[config.mk]
export PLATFORM = sky130hd
export DESIGN_NAME = life_disp
export DESIGN_NICKNAME = d
export VERILOG_FILES = /design/src/rtl/life_disp.sv
export SDC_FILE = /design/constraint.sdc
export NUM_CORES = 1
export LEC_CHECK = 0
export CAP_MARGIN = 20
export CELL_PAD_IN_SITES_DETAIL_PLACEMENT = 1
export CELL_PAD_IN_SITES_GLOBAL_PLACEMENT = 1
export CORE_MARGIN = 2
export CORE_UTILIZATION = 40
export DETAILED_ROUTE_END_ITERATION = 8
export GPL_TIMING_DRIVEN = 0
export HOLD_SLACK_MARGIN = 0.02
export PLACE_DENSITY_LB_ADDON = 0.3
export SYNTH_ARGS = -nofsm -noshare
export SYNTH_HDL_FRONTEND = slang
export SYNTH_SLANG_ARGS = --single-unit
export TNS_END_PERCENT = 30
[constraint.sdc]
create_clock -name clk -period 6.7 [get_ports clk]
set_input_delay 1.34 -clock clk [delete_from_list [all_inputs] [get_ports clk]]
set_output_delay 1.34 -clock clk [all_outputs]
set_load 0.05 [all_outputs]
[src/rtl/life_disp.sv]
// life_disp -- display back-end for the life array.
//
// Captures the per-column words streamed by life_1 into a shadow frame and
// copies the shadow into the front frame once per generation. The front frame
// is scanned onto a multiplexed LED matrix one column at a time, and the
// cursor cell blinks.
//
// Ports
//    clk        : system clock, rising edge
//    reset      : asynchronous, active-high
//    cnt        : serial cell position from life_1 (x = low LOG2X bits, y = upper bits)
//    col        : column word from life_1, captured while y == Y-1
//    cursor_x   : cursor column
//    cursor_y   : cursor row
//    led_row    : row drive for the active column, active-high
//    led_col_n  : column select, one-hot active-low; all ones = blanked
//    frame_tick : one-cycle pulse the cycle after the front frame is reloaded
module life_disp #(
   parameter int X          = 8,
   parameter int Y          = 8,
   parameter int LOG2X      = 3,
   parameter int LOG2Y      = 3,
   parameter int DWELL_BITS = 10,
   parameter int BLINK_BITS = 5
) (
   input  logic                     clk,
   input  logic                     reset,
   input  logic [LOG2X+LOG2Y-1:0]   cnt,
   input  logic [Y-1:0]             col,
   input  logic [LOG2X-1:0]         cursor_x,
   input  logic [LOG2Y-1:0]         cursor_y,
   output logic [Y-1:0]             led_row,
   output logic [X-1:0]             led_col_n,
   output logic                     frame_tick
);

   localparam int CW = LOG2X + LOG2Y;

   logic [Y-1:0]            shadow_q [X];
   logic [Y-1:0]            shadow_d [X];
   logic [Y-1:0]            front_q  [X];
   logic [Y-1:0]            front_d  [X];
   logic [LOG2X-1:0]        scan_q, scan_d;
   logic [DWELL_BITS-1:0]   dwell_q, dwell_d;
   logic [BLINK_BITS-1:0]   blink_q, blink_d;
   logic [Y-1:0]            led_row_q, led_row_d;
   logic [X-1:0]            led_col_n_q, led_col_n_d;
   logic                    frame_tick_q, frame_tick_d;

   logic [LOG2X-1:0]        cap_x_s;
   logic [LOG2Y-1:0]        cap_y_s;
   logic                    capture_s;
   logic                    swap_s;
   logic                    dwell_wrap_s;
   logic                    scan_last_s;
   logic [Y-1:0]            mark_s;

   assign cap_x_s      = cnt[LOG2X-1:0];
   assign cap_y_s      = cnt[CW-1:LOG2X];
   assign capture_s    = (cap_y_s == LOG2Y'(Y - 1));
   assign swap_s       = (cnt == {CW{1'b1}});
   assign dwell_wrap_s = (dwell_q == {DWELL_BITS{1'b1}});
   assign scan_last_s  = (scan_q == LOG2X'(X - 1));

   // Frame buffers: capture into shadow, reload front from the updated shadow.
   always_comb begin
      for (int i = 0; i < X; i++) begin
         shadow_d[i] = shadow_q[i];
         front_d[i]  = front_q[i];
         if (capture_s && (cap_x_s == LOG2X'(i))) begin
            shadow_d[i] = col;
         end else begin
            shadow_d[i] = shadow_q[i];
         end
         // Using shadow_d merges the column captured in the swap cycle itself.
         if (swap_s) begin
            front_d[i] = shadow_d[i];
         end else begin
            front_d[i] = front_q[i];
         end
      end
      frame_tick_d = swap_s;
   end

   // Scan timing: free-running dwell, column advance on dwell wrap, blink per full scan.
   always_comb begin
      dwell_d = dwell_q + DWELL_BITS'(1);
      scan_d  = scan_q;
      blink_d = blink_q;
      if (dwell_wrap_s) begin
         if (scan_last_s) begin
            scan_d  = {LOG2X{1'b0}};
            blink_d = blink_q + BLINK_BITS'(1);
         end else begin
            scan_d  = scan_q + LOG2X'(1);
            blink_d = blink_q;
         end
      end else begin
         scan_d  = scan_q;
         blink_d = blink_q;
      end
   end

   // Output drive: dwell==0 is a ghost-blanking slot between columns.
   always_comb begin
      mark_s      = {Y{1'b0}};
      led_row_d   = {Y{1'b0}};
      led_col_n_d = {X{1'b1}};
      if (blink_q[BLINK_BITS-1] && (scan_q == cursor_x)) begin
         mark_s = Y'(1) << cursor_y;
      end else begin
         mark_s = {Y{1'b0}};
      end
      if (dwell_q == {DWELL_BITS{1'b0}}) begin
         led_row_d   = {Y{1'b0}};
         led_col_n_d = {X{1'b1}};
      end else begin
         led_row_d   = front_q[scan_q] ^ mark_s;
         led_col_n_d = ~(X'(1) << scan_q);
      end
   end

   // State and output registers.
   always_ff @(posedge clk or posedge reset) begin
      if (reset) begin
         for (int i = 0; i < X; i++) begin
            shadow_q[i] <= {Y{1'b0}};
            front_q[i]  <= {Y{1'b0}};
         end
         scan_q       <= {LOG2X{1'b0}};
         dwell_q      <= {DWELL_BITS{1'b0}};
         blink_q      <= {BLINK_BITS{1'b0}};
         led_row_q    <= {Y{1'b0}};
         led_col_n_q  <= {X{1'b1}};
         frame_tick_q <= 1'b0;
      end else begin
         for (int i = 0; i < X; i++) begin
            shadow_q[i] <= shadow_d[i];
            front_q[i]  <= front_d[i];
         end
         scan_q       <= scan_d;
         dwell_q      <= dwell_d;
         blink_q      <= blink_d;
         led_row_q    <= led_row_d;
         led_col_n_q  <= led_col_n_d;
         frame_tick_q <= frame_tick_d;
      end
   end

   assign led_row    = led_row_q;
   assign led_col_n  = led_col_n_q;
   assign frame_tick = frame_tick_q;

endmodule

==> flow_metrics.tcl <==
set metrics [dict create \
    multi_input_area_um2 2552 \
    min_period_ns 3.084 \
    post_cts_resized 0 \
    slowest_stage "clkdlybuf4s50_1" \
    routed.top_layer "met4" \
    netlist.area_leader.share 0.5563 \
    m1WireLength_um 6974 \
    antenna_found_initial 0 \
    ctsHoldBuffers 0 \
    htreeDepth 4 \
    num_rows 47 \
    grt_pass1_vias 5149 \
    postLayoutCellArea_um2 7891 \
    cp.arrival_ns 1.74 \
    overflow 0 \
    setup_violations 0 \
    reg2reg_slack_ns 4.55 \
    synth_cell_types 36 \
    crit_path_cell_trace "clkdlybuf4s50_1" \
    slowest_delay_ns 0.80 \
    synthTopCellsByCount "nand2_1, dfrtp_1, mux2_2, mux4_2, nor2_1" \
    crit_cells 1 \
    place_hpwl_um 11190 \
    synth_seq_cells 155 \
    io_buffers 38 \
    viasPerCell 5.145 \
    maxCapViolations 0 \
    grt_use_total 0.2046 \
    internal_power_mw 1.771 \
    yosysSeqAreaShare 0.5881 \
    fin_skew_ns 0.008203 \
    dpl_cell_area_um2 7301 \
    clkTransAtPathRegs_ns 0.06 \
    power_switching_mw 0.5508 \
    clk-insertion-delay-late_ns 0.43 \
    finalSetupTns_ns 0 \
    cp.required_ns 5.36 \
    regArea_um2 3889 \
    rr_startpoint "scan_q[0]$_DFFE_PP0N_" \
    drive_above_1_share 0.1646 \
    yosysWarnings 0 \
    crit_family "buffers and inverters" \
    fin_crit_sh 0.4603 \
    synth_edf_count 0 \
    p_leak_nw 3.741 \
    gp_congestion 0.8006 \
    crit_end "led_col_n[4]" \
    n_antenna_cell 0 \
    drc_errors 0 \
    synth_largest_area_cell "dfrtp_1" \
    die_h_um 132.6 \
    synthArstFlopShare 1.000 \
    cts_root_buf "clkbuf_16" \
    ant_nets 0 \
    synthTopCellsByArea "dfrtp_1, nand2_1, mux2_2" \
    combPwrFrac 0.099 \
    netlist_instances 585 \
    grt_pass1_wl_um 27280 \
    met3WireLength_um 541 \
    first_pass_iters 4 \
    startpoint "led_col_n[4]$_DFF_PP1_" \
    fillers 1819 \
    endpoint_kind "output port" \
    cts_num_sinks 155 \
    criticalPathCategory "flip-flop to output port" \
    syn2layout_area_growth_pct 19.34 \
    switching_share 0.2372 \
    chipWidth_um 132.6 \
    grt_max_degree 88 \
    crit_path_start_kind "flip-flop" \
    rr_worst_depth 6 \
    layout_setup_ws_ns 3.616 \
    fin_hold_ws_ns 0.4568 \
    grt_setup_unrepaired "false" \
    route.met2.wl_um 8598 \
    fmax_mhz 324.3 \
    status "finished clean" \
    routed_wl_um 16460 \
    finalNonFillerCells 876 \
    numCtsBuffers 17 \
    tightest_slew_ns 0.9808 \
    r2r_end "led_row[6]$_DFF_PP0_" \
    place_ws_ns 3.330 \
    path_buf_inv 1 \
    placedCellCount 844 \
    fin_util 0.4827 \
    power_frac_seq 0.483 \
    slew_violations 0 \
    syn_area_um2 6613 \
    core_area_um2 16350 \
    nNetsFinal 674 \
    final_hold_viol_count 0 \
    routedWlPerCell_um 18.79 \
    syn_avg_cell_area_um2 11.30 \
    finalPower_mw 2.322 \
    dr.first_iter.drc_count 201 \
    path_max_fanout 1 \
    clockBufferDepth 2 \
    synth.most_common_cell "nand2_1" \
    initial_utilization 0.4045 \
    io_pins 39 \
    num_vias 4507 \
    cts_setup_buffers 0 \
    synth_nets 616 \
    hold_class "flip-flop to flip-flop" \
    clockPowerShare 0.418 \
    cts_tree "done" \
    dieArea_um2 17580 \
    max-slew-margin-rel 0.3437 \
    irDropWorstVdd_uv 181.8 \
    power-per-cell-area_nw_per_um2 294.2 \
    synth_flop_cell "dfrtp_1" \
]
[power groups by stage]
stage,combinational (mW),clock (mW),sequential [mW]
CTS,0.234,0.989,1.12
detailed placement,0.231,0,1.14
global route,0.257,1.03,1.14
floorplan,0.140,0,1.13
global placement,0.214,0,1.13
finish,0.230,0.970,1.12
[worst min-delay path, cell delays in order (launching register included)]
cell     delay [ns]
dfrtp_1        0.32
nand2_1        0.06
nand2_1        0.05
[flip-flops by register name, indices dropped and copies added, names as in the netlist]
register    flops
blink_q         5
dwell_q        10
frame_tick      1
front_q        64
led_col_n       8
led_row         8
scan_q          3
shadow_q       56
[cell usage in the layout (no fill, tap or decap), drive strengths merged, types with 11 or more instances in the layout]
master	Yosys	routed
xor2	11	11
buf	14	15
mux4	16	16
clkdlybuf4s50	0	38
nor2	18	18
mux2	49	49
dfrtp	147	147
clkbuf	12	38
xnor2	13	13
nand2	213	213
o21ai	12	12
[worst min path at each step]
stage,from,to,slack (ns),cells past startpoint
2_1_floorplan,shadow_q[32]$_DFF_PP0_,shadow_q[32]$_DFF_PP0_,0.43,2
3_3_place_gp,shadow_q[33]$_DFF_PP0_,shadow_q[33]$_DFF_PP0_,0.44,2
3_5_place_dp,shadow_q[33]$_DFF_PP0_,shadow_q[33]$_DFF_PP0_,0.45,2
4_1_cts,shadow_q[33]$_DFF_PP0_,shadow_q[33]$_DFF_PP0_,0.46,2
5_1_grt,shadow_q[34]$_DFF_PP0_,shadow_q[34]$_DFF_PP0_,0.49,2
6_report,shadow_q[33]$_DFF_PP0_,shadow_q[33]$_DFF_PP0_,0.46,2
[logic make-up (layout without fill, tap and decap cells)]
family | after synthesis | after routing | synth area share
xor gates and xnor gates | 24 | 24 | 0.03179
muxes | 73 | 73 | 0.1500
buffers and inverters | 35 | 106 | 0.02592
and+or+nand+nor | 277 | 277 | 0.1781
AOI/OAI and AO/OA | 12 | 12 | 0.009083
DFF | 155 | 155 | 0.5881
adders and majority gates | 9 | 9 | 0.01703
[final cells by class]
class / count / share of cell area
Buffer: 26 / 0.01744
Clock buffer: 26 / 0.06073
Clock inverter: 6 / 0.01411
Inverter: 9 / 0.004915
Multi-Input combinational cell: 395 / 0.3235
Sequential cell: 155 / 0.4928
Tap cell: 220 / 0.03488
Timing Repair Buffer: 39 / 0.05169
[metal layers]
metal | up-vias | global-route usage
li1 | 2056 | -
met1 | 2354 | 0.2394
met2 | 73 | 0.3676
met3 | 24 | 0.04215
met4 | 0 | 0.08124
met5 | - | 0
No activity file was read; power rests on OpenSTA's default activity.
